`config.mk`:
```
export PLATFORM = sky130hd
export DESIGN_NAME = rgb_seq_ctrl
export DESIGN_NICKNAME = d
export VERILOG_FILES = /design/src/rtl/rgb_seq_ctrl.sv
export SDC_FILE = /design/constraint.sdc
export NUM_CORES = 1
export LEC_CHECK = 0
export CAP_MARGIN = 25
export CORE_UTILIZATION = 35
export CTS_CLUSTER_SIZE = 40
export DETAILED_ROUTE_END_ITERATION = 7
export GPL_TIMING_DRIVEN = 1
export PLACE_DENSITY_LB_ADDON = 0.1
export SLEW_MARGIN = 15
export SYNTH_ARGS = -nofsm -noshare
export SYNTH_HDL_FRONTEND = slang
export SYNTH_SLANG_ARGS = --single-unit
```
`constraint.sdc`:
```
create_clock -name i_clk -period 6.4 [get_ports i_clk]
set_input_delay 0.96 -clock i_clk [delete_from_list [all_inputs] [get_ports i_clk]]
set_output_delay 0.96 -clock i_clk [all_outputs]
set_load 0.01 [all_outputs]
```
`src/rtl/rgb_seq_ctrl.sv`:
```
// Table-driven sequencer: replays register writes to rgb_ctrlr over Wishbone and holds each step for a tick count.
// Latency: one FETCH cycle per step plus the bus cycle; backpressure: stalls in WRITE on i_wb_ack, aborts after ACK_TIMEOUT.
module rgb_seq_ctrl #(
    parameter int N_STEPS     = 8,
    parameter int TICK_DIV    = 100000,
    parameter int ACK_TIMEOUT = 16
) (
    input  logic                       i_clk,
    input  logic                       i_rst_n,
    input  logic                       i_start,
    input  logic                       i_stop,
    input  logic                       i_loop,
    input  logic [$clog2(N_STEPS):0]   i_len,
    input  logic                       i_tbl_we,
    input  logic [$clog2(N_STEPS)-1:0] i_tbl_addr,
    input  logic [2:0]                 i_tbl_reg,
    input  logic [31:0]                i_tbl_val,
    input  logic [15:0]                i_tbl_hold,
    output logic [5:0]                 o_wb_adr,
    output logic [31:0]                o_wb_dat,
    output logic [3:0]                 o_wb_sel,
    output logic                       o_wb_we,
    output logic                       o_wb_cyc,
    output logic                       o_wb_stb,
    input  logic                       i_wb_ack,
    output logic                       o_busy,
    output logic [$clog2(N_STEPS)-1:0] o_step,
    output logic                       o_done,
    output logic                       o_err
);
    localparam int AW = $clog2(N_STEPS);
    localparam int LW = AW + 1;
    localparam int PW = (TICK_DIV > 1) ? $clog2(TICK_DIV) : 1;
    localparam int TW = (ACK_TIMEOUT > 1) ? $clog2(ACK_TIMEOUT) : 1;
    localparam logic [PW-1:0] PRE_MAX  = PW'(TICK_DIV - 1);
    localparam logic [TW-1:0] TO_MAX   = TW'(ACK_TIMEOUT - 1);
    localparam logic [AW-1:0] STEP_MAX = AW'(N_STEPS - 1);
    localparam logic [LW-1:0] LEN_MAX  = LW'(N_STEPS);

    typedef struct packed {
        logic [2:0]  reg_idx;
        logic [31:0] val;
        logic [15:0] hold;
    } ent_t;

    typedef enum logic [2:0] {
        S_IDLE,
        S_FETCH,
        S_WRITE,
        S_HOLD,
        S_NEXT
    } state_t;

    state_t          r_state;
    state_t          w_state_nxt;
    ent_t            r_tbl [N_STEPS];
    ent_t            r_cur;
    ent_t            w_fetch;
    logic [AW-1:0]   r_step;
    logic [PW-1:0]   r_pre;
    logic [15:0]     r_hold_cnt;
    logic [TW-1:0]   r_to_cnt;
    logic            r_stop_lat;
    logic            r_done;
    logic            r_err;
    logic [LW-1:0]   w_step_inc;
    logic            w_last;
    logic            w_pre_wrap;
    logic            w_hold_done;
    logic            w_to_exp;
    logic            w_len_ok;
    logic            w_stop_any;
    logic            w_start_ok;
    logic            w_err_set;
    logic            w_done_set;
    logic            w_wr;

    assign w_fetch     = r_tbl[r_step];
    assign w_step_inc  = {1'b0, r_step} + LW'(1);
    // Last step also at the top index, so a live i_len above N_STEPS can never wrap the counter.
    assign w_last      = (w_step_inc >= i_len) || (r_step == STEP_MAX);
    assign w_pre_wrap  = (r_pre == PRE_MAX);
    assign w_hold_done = (r_cur.hold == 16'd0) ||
                         (w_pre_wrap && (r_hold_cnt == r_cur.hold - 16'd1));
    assign w_to_exp    = (r_to_cnt == TO_MAX);
    assign w_len_ok    = (i_len != '0) && (i_len <= LEN_MAX);
    assign w_stop_any  = i_stop || r_stop_lat;

    always_comb begin
        w_state_nxt = r_state;
        w_start_ok  = 1'b0;
        w_err_set   = 1'b0;
        w_done_set  = 1'b0;
        case (r_state)
            S_IDLE: begin
                if (i_start && !i_stop && w_len_ok) begin
                    w_state_nxt = S_FETCH;
                    w_start_ok  = 1'b1;
                end
            end
            S_FETCH: begin
                if (i_stop)
                    w_state_nxt = S_IDLE;
                else if (w_fetch.reg_idx > 3'd5)
                    w_state_nxt = S_HOLD;
                else
                    w_state_nxt = S_WRITE;
            end
            S_WRITE: begin
                if (i_wb_ack) begin
                    w_state_nxt = w_stop_any ? S_IDLE : S_HOLD;
                end else if (w_to_exp) begin
                    w_state_nxt = S_IDLE;
                    w_err_set   = 1'b1;
                end
            end
            S_HOLD: begin
                if (i_stop)
                    w_state_nxt = S_IDLE;
                else if (w_hold_done)
                    w_state_nxt = S_NEXT;
            end
            S_NEXT: begin
                if (i_stop) begin
                    w_state_nxt = S_IDLE;
                end else if (!w_last || i_loop) begin
                    w_state_nxt = S_FETCH;
                end else begin
                    w_state_nxt = S_IDLE;
                    w_done_set  = 1'b1;
                end
            end
            default: w_state_nxt = S_IDLE;
        endcase
    end

    always_ff @(posedge i_clk or negedge i_rst_n) begin
        if (!i_rst_n)
            r_state <= S_IDLE;
        else
            r_state <= w_state_nxt;
    end

    always_ff @(posedge i_clk or negedge i_rst_n) begin
        if (!i_rst_n) begin
            for (int i = 0; i < N_STEPS; i++)
                r_tbl[i] <= '0;
        end else if (i_tbl_we) begin
            r_tbl[i_tbl_addr] <= '{reg_idx: i_tbl_reg, val: i_tbl_val, hold: i_tbl_hold};
        end
    end

    always_ff @(posedge i_clk or negedge i_rst_n) begin
        if (!i_rst_n) begin
            r_cur      <= '0;
            r_step     <= '0;
            r_pre      <= '0;
            r_hold_cnt <= '0;
            r_to_cnt   <= '0;
            r_stop_lat <= 1'b0;
            r_done     <= 1'b0;
            r_err      <= 1'b0;
        end else begin
            if (r_state == S_FETCH)
                r_cur <= w_fetch;
            r_done <= w_done_set;
            if (w_start_ok)
                r_err <= 1'b0;
            else if (w_err_set)
                r_err <= 1'b1;
            if (w_start_ok)
                r_step <= '0;
            else if (r_state == S_NEXT && w_state_nxt == S_FETCH)
                r_step <= w_last ? '0 : r_step + AW'(1);
            // A stop seen mid-bus-cycle waits for ack/timeout so the transfer is never cut short.
            r_stop_lat <= (r_state == S_WRITE) && (r_stop_lat || i_stop);
            r_to_cnt   <= (r_state == S_WRITE) ? r_to_cnt + TW'(1) : '0;
            if (r_state == S_HOLD) begin
                if (w_pre_wrap) begin
                    r_pre      <= '0;
                    r_hold_cnt <= r_hold_cnt + 16'd1;
                end else begin
                    r_pre <= r_pre + PW'(1);
                end
            end else begin
                r_pre      <= '0;
                r_hold_cnt <= '0;
            end
        end
    end

    assign w_wr     = (r_state == S_WRITE);
    assign o_wb_cyc = w_wr;
    assign o_wb_stb = w_wr;
    assign o_wb_we  = w_wr;
    assign o_wb_sel = {4{w_wr}};
    assign o_wb_adr = {r_cur.reg_idx, 2'b00};
    assign o_wb_dat = r_cur.val;
    assign o_busy   = (r_state != S_IDLE);
    assign o_step   = r_step;
    assign o_done   = r_done;
    assign o_err    = r_err;

endmodule
```
* Word-level counts from Yosys, hierarchy flattened
Cells that the tools add are included.
** Operators by class
- $add $sub $neg :: 6
- $lt $le $gt $ge :: 6
- Equality and inequality tests :: 10
- Muxes and demuxes :: 35
- Bitwise gates (word level) :: 2
- Reduce and logical (&&, ||, !) cells :: 19
** Operators with widths (count)
- $bwmux 408 :: 1
- $bmux 51 s3 :: 1
- $demux 51 s3 :: 1
- $mux 51 :: 3
- $mux 17 :: 2
- $mux 16 :: 2
- $mux 3 :: 8
- $add 17x1->17 const B :: 1
- $eq 17x17->1 const B :: 1
- $add 16x1->16 const B :: 1
- $eq 16x16->1 :: 1
- $logic_not 16->1 :: 1
- $sub 16x1->16 const B :: 1
- $pmux 3 s5 :: 1
- $mux 1 :: 13
- $ge 4x4->1 const B :: 2
- $not 3->4 :: 2
- $logic_and 1x1->1 :: 7
- $eq 3x1->1 const B :: 2
- $eq 3x2->1 const B :: 2
- $eq 3x3->1 const B :: 2
- $add 3x1->4 const B :: 1
- $add 4x1->4 const B :: 1
- $eq 4x4->1 const B :: 1
- 14 further kinds :: 20
** Word-level totals
- Flip-flop bits (word level) :: 505
- Output and inout bits :: 51
- Word-level logic and storage cells :: 113

* Depth between registers and ports, before layout
Gate-level depths: netlist of the first run.
- Depth in word-level cells :: 12
- Depth in mapped cells :: 9
- Mapped depth without buffers :: 9

* Worst setup path after synthesis of the first run
No wires, ideal clock.
- Path kind :: flip-flop to flip-flop
- From :: reg r_pre[8]
- To :: reg r_hold_cnt[15]
- Setup time :: 127 ps
- Arrival time :: 2574 ps
- Required time :: 6273 ps
- Setup slack :: 3698 ps
- Stages on the path, launching flop included :: 8
- Buffers on the path :: 0
- Period minus slack after synthesis :: 2702 ps
- Cells stage by stage :: dfrtp_1 or4b_4 or4_4 nor4_4 nor4b_4 nand4_1 nor2_1 mux2_1
** Between the ends
- Cells in the longest elaborated chain, start to end :: 2
** RTL lines
- from (decl) :: line 60 : logic [PW-1:0] r_pre;
- from (signal assigned) :: line 183 : r_pre <= r_pre + PW'(1);
- $eq 17x17->1 :: line 82 : assign w_pre_wrap = (r_pre == PRE_MAX);
- $ne 2x2->1 (no line)
- to (signal assigned) :: line 181 : r_hold_cnt <= r_hold_cnt + 16'd1;
- to (decl) :: line 61 : logic [15:0] r_hold_cnt;
No other way between the ends.
A chain may end at the register's enable or synchronous reset.

* Worst setup path in the final report of the first run
- From :: reg r_state[1]
- To :: out o_wb_sel[3]
** Between the ends
- Cells in the longest elaborated chain, start to end :: 1
** RTL lines
- from (decl) :: line 54 : state_t r_state;
- from (signal assigned) :: line 141 : r_state <= w_state_nxt;
- $eq 3x2->1 :: line 192 : assign w_wr = (r_state == S_WRITE);
- to (decl) :: line 21 : output logic [3:0] o_wb_sel,
No other way between the ends.

==> results of run 1 <==
==> how the worst min path moves through the flow <==
| stage | start | endpoint | slack, ns |
|---|---|---|---|
| 2_1_floorplan | r_to_cnt[0]$_DFF_PN0_ | r_to_cnt[0]$_DFF_PN0_ | 0.43 |
| 3_3_place_gp | r_to_cnt[0]$_DFF_PN0_ | r_to_cnt[0]$_DFF_PN0_ | 0.45 |
| 3_5_place_dp | r_to_cnt[0]$_DFF_PN0_ | r_to_cnt[0]$_DFF_PN0_ | 0.45 |
| 4_1_cts | i_rst_n | r_tbl[264]$_DFFE_PN0P_ | 0.44 |
| 5_1_grt | r_to_cnt[0]$_DFF_PN0_ | r_to_cnt[0]$_DFF_PN0_ | 0.48 |
| 6_report | i_rst_n | r_tbl[368]$_DFFE_PN0P_ | 0.42 |
==> report_power, final <==
part           internal [uW]  total, uW  leakage [uW]  switching [uW]
Clock                   2000       3300      0.000948            1310
Combinational           1020       1660       0.00364             636
Sequential              3930       4380       0.00611             447
Total                   6950       9340        0.0107            2390
==> area by class of cell <==
| class | instances | area share, % |
|---|---|---|
| timing repair buffer | 140 | 5.24 |
| tap | 855 | 4.00 |
| multi-input combinational | 928 | 36.1 |
| inverter | 14 | 0.197 |
| clock inverter | 13 | 0.538 |
| sequential | 505 | 47.3 |
| clock buffer | 95 | 6.63 |
==> cells in the mapped netlist, types with 2 or more instances <==
library cell,instances,area share (%)
o2111ai_1,2,0.076
a2111oi_0,3,0.11
nand2b_1,7,0.19
nand4_1,7,0.19
nor3b_1,5,0.16
buf_4,45,1.5
nor3_1,9,0.20
mux4_2,102,10
nand4bb_1,2,0.098
clkbuf_1,75,1.2
ha_1,11,0.60
a41oi_1,2,0.076
and2_1,3,0.082
inv_1,14,0.23
nor2_1,104,1.7
a21oi_1,59,1.3
a211oi_1,6,0.20
and4_1,2,0.076
or3b_2,2,0.076
and3_1,4,0.11
or3_1,5,0.14
mux2_2,408,20
buf_1,18,0.29
dfrtp_1,505,55
mux2i_1,52,2.3
xnor2_1,27,1.0
nand2_1,19,0.31
xor2_1,20,0.76
a22oi_1,2,0.065
or4_1,2,0.065
nand3_1,16,0.35
nand3b_1,4,0.13
a21o_1,3,0.098
nor4_1,6,0.16
nand4b_1,3,0.11
o21ai_0,6,0.13
==> flip-flops by register name, summed over array words and instances, names as in the netlist <==
| signal | count |
|---|---|
| r_cur | 16 |
| o_done | 1 |
| r_to_cnt | 4 |
| o_wb_dat | 32 |
| r_hold_cnt | 16 |
| r_tbl | 408 |
| o_step | 3 |
| r_state | 3 |
| r_stop_lat | 1 |
| r_pre | 17 |
| o_wb_adr | 3 |
| o_err | 1 |
==> layer usage <==
layer / vias up / wire (um) / global-route usage (%)
met4: 6 / 1100 / 4.73
met5: - / 46 / 0
met1: 6988 / 25800 / 23.6
met3: 73 / 1730 / 2.58
met2: 174 / 25400 / 26.6
li1: 5879 / - / -
==> cell families (layout without fill, tap and decap cells) <==
family / count (synthesis) / in the layout / share of synthesized area (%)
AOI/OAI and AO/OA: 91 / 91 / 2.31
xor gates and xnor gates: 47 / 47 / 1.79
adders and majority gates: 11 / 11 / 0.599
buffers and inverters: 153 / 262 / 3.24
DFF: 505 / 505 / 55.0
muxes: 563 / 563 / 32.3
other: 1 / 3 / 0.0163
and+or+nand+nor: 213 / 213 / 4.79
==> per-stage QoR <==
step | util (%) | setup WS, ns
finish | 41.3 | 2.96
global route | 41.3 | 2.83
CTS | 41.3 | 2.90
floorplan | - | 3.70
detailed placement | 38.3 | 2.90
global placement | 38.3 | 2.94
==> Implementation_results.wiki, run 1 <==
{| class="wikitable"
! Metric !! Value
|-
| Clock tree from TritonCTS || built
|-
| Avg Synthesized Cell Area || 14.5 um^2
|-
| Number of antenna violations at the first check in global routing || 3
|-
| First-pass detailed-route iteration total || 4
|-
| Data required time of the worst path || 5.44 ns
|-
| RSZ-0062 raised after global routing || false
|-
| Maximum vdd ir drop || 0.197 mV
|-
| Count of unresolved DRC violations after routing || 0
|-
| Inserted Diodes || 0
|-
| Maximum clock path buffer count || 3
|-
| Maximum clock rate || 0.290 GHz
|-
| Post-Route Setup TNS || 0 ns
|-
| Wire length of the first global-routing pass || 86000 um
|-
| Combined area of the multi-input logic cells || 9640 um^2
|-
| Number of global-route vias before repair || 14100
|-
| Startpoint kind of the worst setup timing path || flop
|-
| Worst-path cell with the longest stage delay || clkdlybuf4s50_1
|-
| #FFs+latches synth || 505
|-
| Time the worst path needs with I/O delays and setup || roughly 3.4 ns
|-
| Boundary pin count || 116
|-
| # fillers || 5987
|-
| Setup repair bufs after CTS || 0
|-
| Number of hold buffers added after CTS || 0
|-
| Actual transition at the worst max-transition pin || 0.964 ns
|-
| Pwr Density || 349 nW/um^2
|-
| Die Outline Area || 66700 um^2
|-
| Final wirelength || ~54000 um
|-
| Chip width || 258 um
|-
| Post-detailed-route count of antenna-violating nets || 0
|-
| Top FF cell, synth || dfrtp_1
|-
| Leak pwr || 0.0107 uW
|-
| I/O Buffers || 112
|-
| Most frequent cells in the layout || dfrtp_1 (502), mux2_2 (408), clkdlybuf4s50_1 (111), nor2_1 (104), mux4_2 (102)
|-
| Share of the cycle needed by the critical path after routing || 53.8%
|-
| Capturing instance or port of the critical path || o_wb_sel[3]
|-
| Clock net sink count || about 510
|-
| WP buf/inv || 2
|-
| Post-synthesis async set-or-reset flop share || 100%
|-
| Final Max Tran Viols || 0
|-
| Placed inst area || 24800 um^2
|-
| Setup slack of the most critical reg-to-reg path || 3.18 ns
|-
| Cell count after placement || 2441
|-
| Via count || 13100
|-
| Largest net degree at the start of global routing || 165
|-
| Relative slew slack || between 30 and 40%
|-
| FF-to-FF End || r_state[0]$_DFF_PN0_
|-
| Hpwl dp || 30200 um
|-
| Yosys synthesis warning count || 0
|-
| Final Skew || 0.0191 ns
|-
| Clock transition at path regs || 0.06 ns
|-
| Count of H-tree levels built during CTS || 2
|-
| Grt ovf || 0
|-
| Synthesized cell area || 23000 um^2
|-
| Cell family contributing the most delay on the critical path || buffers and inverters
|-
| Number of cells on the critical path || 3
|-
| Total Power Consumption || 9340 uW
|-
| Start-to-end type of the worst setup path || reg -> out
|-
| Min-delay worst type || in -> async
|-
| Final design instance area without fill || 26700 um^2
|-
| Clock Latency Late Sink || 0.61 ns
|-
| Max capacitance violation total || 0
|-
| Part of the Yosys area used for sequential elements || 55.0%
|-
| Finished Layout Cells || 2550
|-
| Sequential standard cell area || 12600 um^2
|-
| Clock tree root driver cell || clkbuf_16
|-
| Max incr delay on CP || ~0.6 ns
|-
| Global placer's final weighted congestion || 0.764
|-
| Final count of negative-setup-slack endpoints || 0
|-
| Total CTS buffers || 58
|-
| Average detailed-routed wire length per instance || 21.2 um
|-
| Top fanout value on the critical path || 10
|-
| Number of synthesized flops with an enable pin || 0
|-
| Iter 0 DRT Violations || 629
|-
| Unique masters post-synth || 60
|-
| Post-cts gate resize count || 0
|-
| Hold slack || 0.421 ns
|-
| Commonest non-fill, non-tap cell in the layout || dfrtp_1
|-
| Number of vias per cell after detailed routing || 5.15
|-
| Effective utilization at floorplan || 35.5%
|-
| Die Ht || 258 um
|-
| Core Rows || 93
|-
| Start of the worst register-to-register path || o_step[1]$_DFFE_PN0P_
|-
| Setup crit start || r_state[1]$_DFF_PN0_
|-
| Ordered list of cells on the worst path || or3b_2, inv_1, clkdlybuf4s50_1
|-
| Fraction of final layout cells with drive strength greater than 1 || about two fifths
|-
| Outcome || completed
|-
| Final layout net count || about 1700
|-
| Global Route Usage Sum || 16.7%
|-
| Area Overhead vs Synth || 16.3%
|-
| Standard cell core area || 64700 um^2
|-
| Type of element capturing the critical path || output pin
|-
| Gate count of the mapped netlist || 1584
|-
| Worst reg-to-reg path cell count || 7
|-
| Final Hold Viols || 0
|-
| Signal arrival time at the worst endpoint || 2.48 ns
|}
No activity file was read; power rests on OpenSTA's default activity.
==> inputs of run 2 (changes only) <==
==> constraint.sdc (replaced) <==
create_clock -name i_clk -period 3.1 [get_ports i_clk]
set_input_delay 0.465 -clock i_clk [delete_from_list [all_inputs] [get_ports i_clk]]
set_output_delay 0.465 -clock i_clk [all_outputs]
set_load 0.01 [all_outputs]
==> run 2 against run 1 <==
Effect of this change: cell count is 0.75% higher; sequential cell count stayed put; setup slack worse by 2.8 ns; register-to-register slack worse by 3.0 ns; hold slack better by 0.048 ns; clock-buffer cell count is 4 lower; first-iteration DRC count is 12% lower; critical path depth is 4 higher; die area stayed put; clock skew is 0.0013 ns lower; sequential power is 110% higher; clock power is 110% higher; largest power group unchanged; highest routed layer unchanged.
==> Implementation_results.wiki, run 2 (same netlist as run 1, synthesis figures left out) <==
{| class="wikitable"
! Metric !! Value
|-
| Wire length of the first global-routing pass || 86300 um (+0.39%)
|-
| Clock tree root driver cell || clkbuf_16
|-
| Setup repair bufs after CTS || 0 (unchanged)
|-
| Iter 0 DRT Violations || 552 (-12%)
|-
| Chip width || 258 um (unchanged)
|-
| Total Power Consumption || 19400 uW (+110%)
|-
| Area Overhead vs Synth || 18.0%
|-
| Clock transition at path regs || 0.06 ns (about the same)
|-
| Commonest non-fill, non-tap cell in the layout || dfrtp_1
|-
| Number of vias per cell after detailed routing || 5.11 (-0.69%)
|-
| RSZ-0062 raised after global routing || false
|-
| Final Max Tran Viols || 0 (unchanged)
|-
| Count of unresolved DRC violations after routing || 0 (unchanged)
|-
| Register ranked first by flip-flop count || r_tbl
|-
| Maximum vdd ir drop || 0.401 mV (+100%)
|-
| Number of antenna violations at the first check in global routing || 5 (+2)
|-
| Core Rows || 93 (unchanged)
|-
| Share of the cycle needed by the critical path after routing || 93.9%
|-
| Final worst-path setup slack || 0.190 ns (-2.77 ns)
|-
| Outcome || completed
|-
| Largest net degree at the start of global routing || 105 (-36%)
|-
| Hold slack || 0.469 ns (+0.0478 ns)
|-
| Post-detailed-route count of antenna-violating nets || 0 (unchanged)
|-
| Top fanout value on the critical path || 4 (-6)
|-
| Final Skew || 0.0177 ns (-0.00135 ns)
|-
| Pwr Density || 713 nW/um^2 (+100%)
|-
| Fraction of final layout cells with drive strength greater than 1 || 39.4% (+1.3 points)
|-
| Hpwl dp || 30400 um (+0.64%)
|-
| Final count of negative-setup-slack endpoints || 0 (unchanged)
|-
| Die Outline Area || 66700 um^2 (unchanged)
|-
| Die Ht || 258 um (unchanged)
|-
| Clock Latency Late Sink || 0.61 ns (about the same)
|-
| Standard cell core area || 64700 um^2 (unchanged)
|-
| I/O Buffers || 112 (unchanged)
|-
| Min-delay worst type || in -> async
|-
| Grt ovf || 0 (unchanged)
|-
| Final wirelength || 54000 um (-0.22%)
|-
| Setup slack of the most critical reg-to-reg path || 0.19 ns (-2.99 ns)
|-
| Final layout net count || 1742 (+1.1%)
|-
| Global Route Usage Sum || 16.7% (+0.024 points)
|-
| Global placer's final weighted congestion || 0.774 (+1.4%)
|-
| Startpoint kind of the worst setup timing path || flop
|-
| Post-Route Setup TNS || 0 ns (unchanged)
|-
| Clock net sink count || 505 (unchanged)
|-
| Setup Slack @ Placement || 0.123 ns (-2.78 ns)
|-
| Data required time of the worst path || 3.58 ns (-1.86 ns)
|-
| Start of the worst register-to-register path || r_pre[8]$_DFF_PN0_
|-
| Actual transition at the worst max-transition pin || 0.881 ns (-0.0832 ns)
|-
| Leak pwr || 0.0109 uW (+1.6%)
|-
| Average detailed-routed wire length per instance || 21.0 um (-0.96%)
|-
| Max capacitance violation total || 0 (unchanged)
|-
| Signal arrival time at the worst endpoint || 3.39 ns (+0.91 ns)
|-
| Number of global-route vias before repair || 14100 (-0.13%)
|-
| Via count || 13100 (+0.053%)
|-
| Maximum clock rate || approximately 0.34 GHz
|-
| Time the worst path needs with I/O delays and setup || 2.91 ns
|-
| Start-to-end type of the worst setup path || reg -> reg
|-
| Final Hold Viols || 0 (unchanged)
|-
| Most frequent cells in the layout || dfrtp_1 (502), mux2_2 (408), clkdlybuf4s50_1 (111), nor2_1 (104), mux4_2 (102)
|-
| Worst reg-to-reg path cell count || 7 (unchanged)
|-
| Type of element capturing the critical path || flop
|-
| Total CTS buffers || 57 (-1.7%)
|-
| Maximum clock path buffer count || 3 (unchanged)
|-
| FF-to-FF End || r_hold_cnt[15]$_DFFE_PN0P_
|-
| Boundary pin count || 116 (unchanged)
|-
| Clock tree from TritonCTS || built
|-
| Effective utilization at floorplan || 35.5% (unchanged)
|-
| Count of H-tree levels built during CTS || 2 (unchanged)
|-
| First-pass detailed-route iteration total || 4 (unchanged)
|-
| Max reg flops || 408 (unchanged)
|-
| Relative slew slack || 41.1% (+5.4 points)
|}
## run 2: how the worst max path moves through the flow
| stage | startpoint | endpoint | cells past startpoint |
|---|---|---|---|
| 3_5_place_dp | r_cur[1]$_DFFE_PN0P_ | r_state[0]$_DFF_PN0_ | 9 |
| 5_1_grt | r_pre[8]$_DFF_PN0_ | r_hold_cnt[15]$_DFFE_PN0P_ | 7 |
| 2_1_floorplan | r_pre[8]$_DFF_PN0_ | r_hold_cnt[15]$_DFFE_PN0P_ | 7 |
| 6_report | r_pre[8]$_DFF_PN0_ | r_hold_cnt[15]$_DFFE_PN0P_ | 7 |
| 4_1_cts | r_state[1]$_DFF_PN0_ | o_wb_sel[2] | 3 |
| 3_3_place_gp | r_cur[1]$_DFFE_PN0P_ | r_state[0]$_DFF_PN0_ | 9 |
## run 2: layout make-up
class,instances,area (um^2)
multi-input combinational,928,9660
tap,855,1070
sequential,505,12600
antenna,2,5.00
clock buffer,91,1800
inverter,14,56.3
fill,5948,37600
timing repair buffer,160,1760
clock inverter,14,124
## run 2: power by group
group / internal, uW / total (uW) / switching [uW]
combinational: 2170 / 3530 / 1360
sequential: 8110 / 8980 / 869
clock: 4100 / 6840 / 2730
## run 2: what timing repair did
item / in CTS / in global routing
hold buffers: 1 / 0
hold endpoints to repair: 64 / 0
endpoints found under the setup margin: 0 / 3
gates resized for setup: 0 / 7
## run 2: metal layers
layer	GRT usage (%)	share of wire, %	up-vias	wire [um]
li1	-	-	5920	-
met4	3.96	1.8	8	984
met2	26.6	47	169	25400
met3	3.00	3.8	76	2040
met1	23.7	47	6954	25500
met5	0	0.10	-	55
## run 2: worst max-delay path, stage by stage, from the launching register on
cell     delay, ns
dfrtp_1       0.41
or4b_4        0.56
or4_4         0.47
nor4_4        0.35
nor4b_4       0.32
nand4_1       0.19
nor2_1        0.15
mux2_1        0.33
## run 2: per-stage QoR
stage / std cells / area (um^2) / util [%]
after CTS: 2567 / 27100 / 41.9
final: 2569 / 27100 / 41.9
after global placement: 2461 / 25200 / 38.9
after floorplan: 1586 / 23000 / -
after global routing: 2568 / 27100 / 41.9
after detailed placement: 2461 / 25200 / 38.9
==> inputs of run 3 (changes only) <==
--- a/config.mk
+++ b/config.mk
@@ -7,7 +7,7 @@
 export LEC_CHECK = 0
 export CAP_MARGIN = 25
 export CORE_UTILIZATION = 35
-export CTS_CLUSTER_SIZE = 40
+export CTS_CLUSTER_SIZE = 20
 export DETAILED_ROUTE_END_ITERATION = 7
 export GPL_TIMING_DRIVEN = 1
 export PLACE_DENSITY_LB_ADDON = 0.1
==> results of run 3 <==
The final DEF is identical to that of run 2; final timing and power are the same.
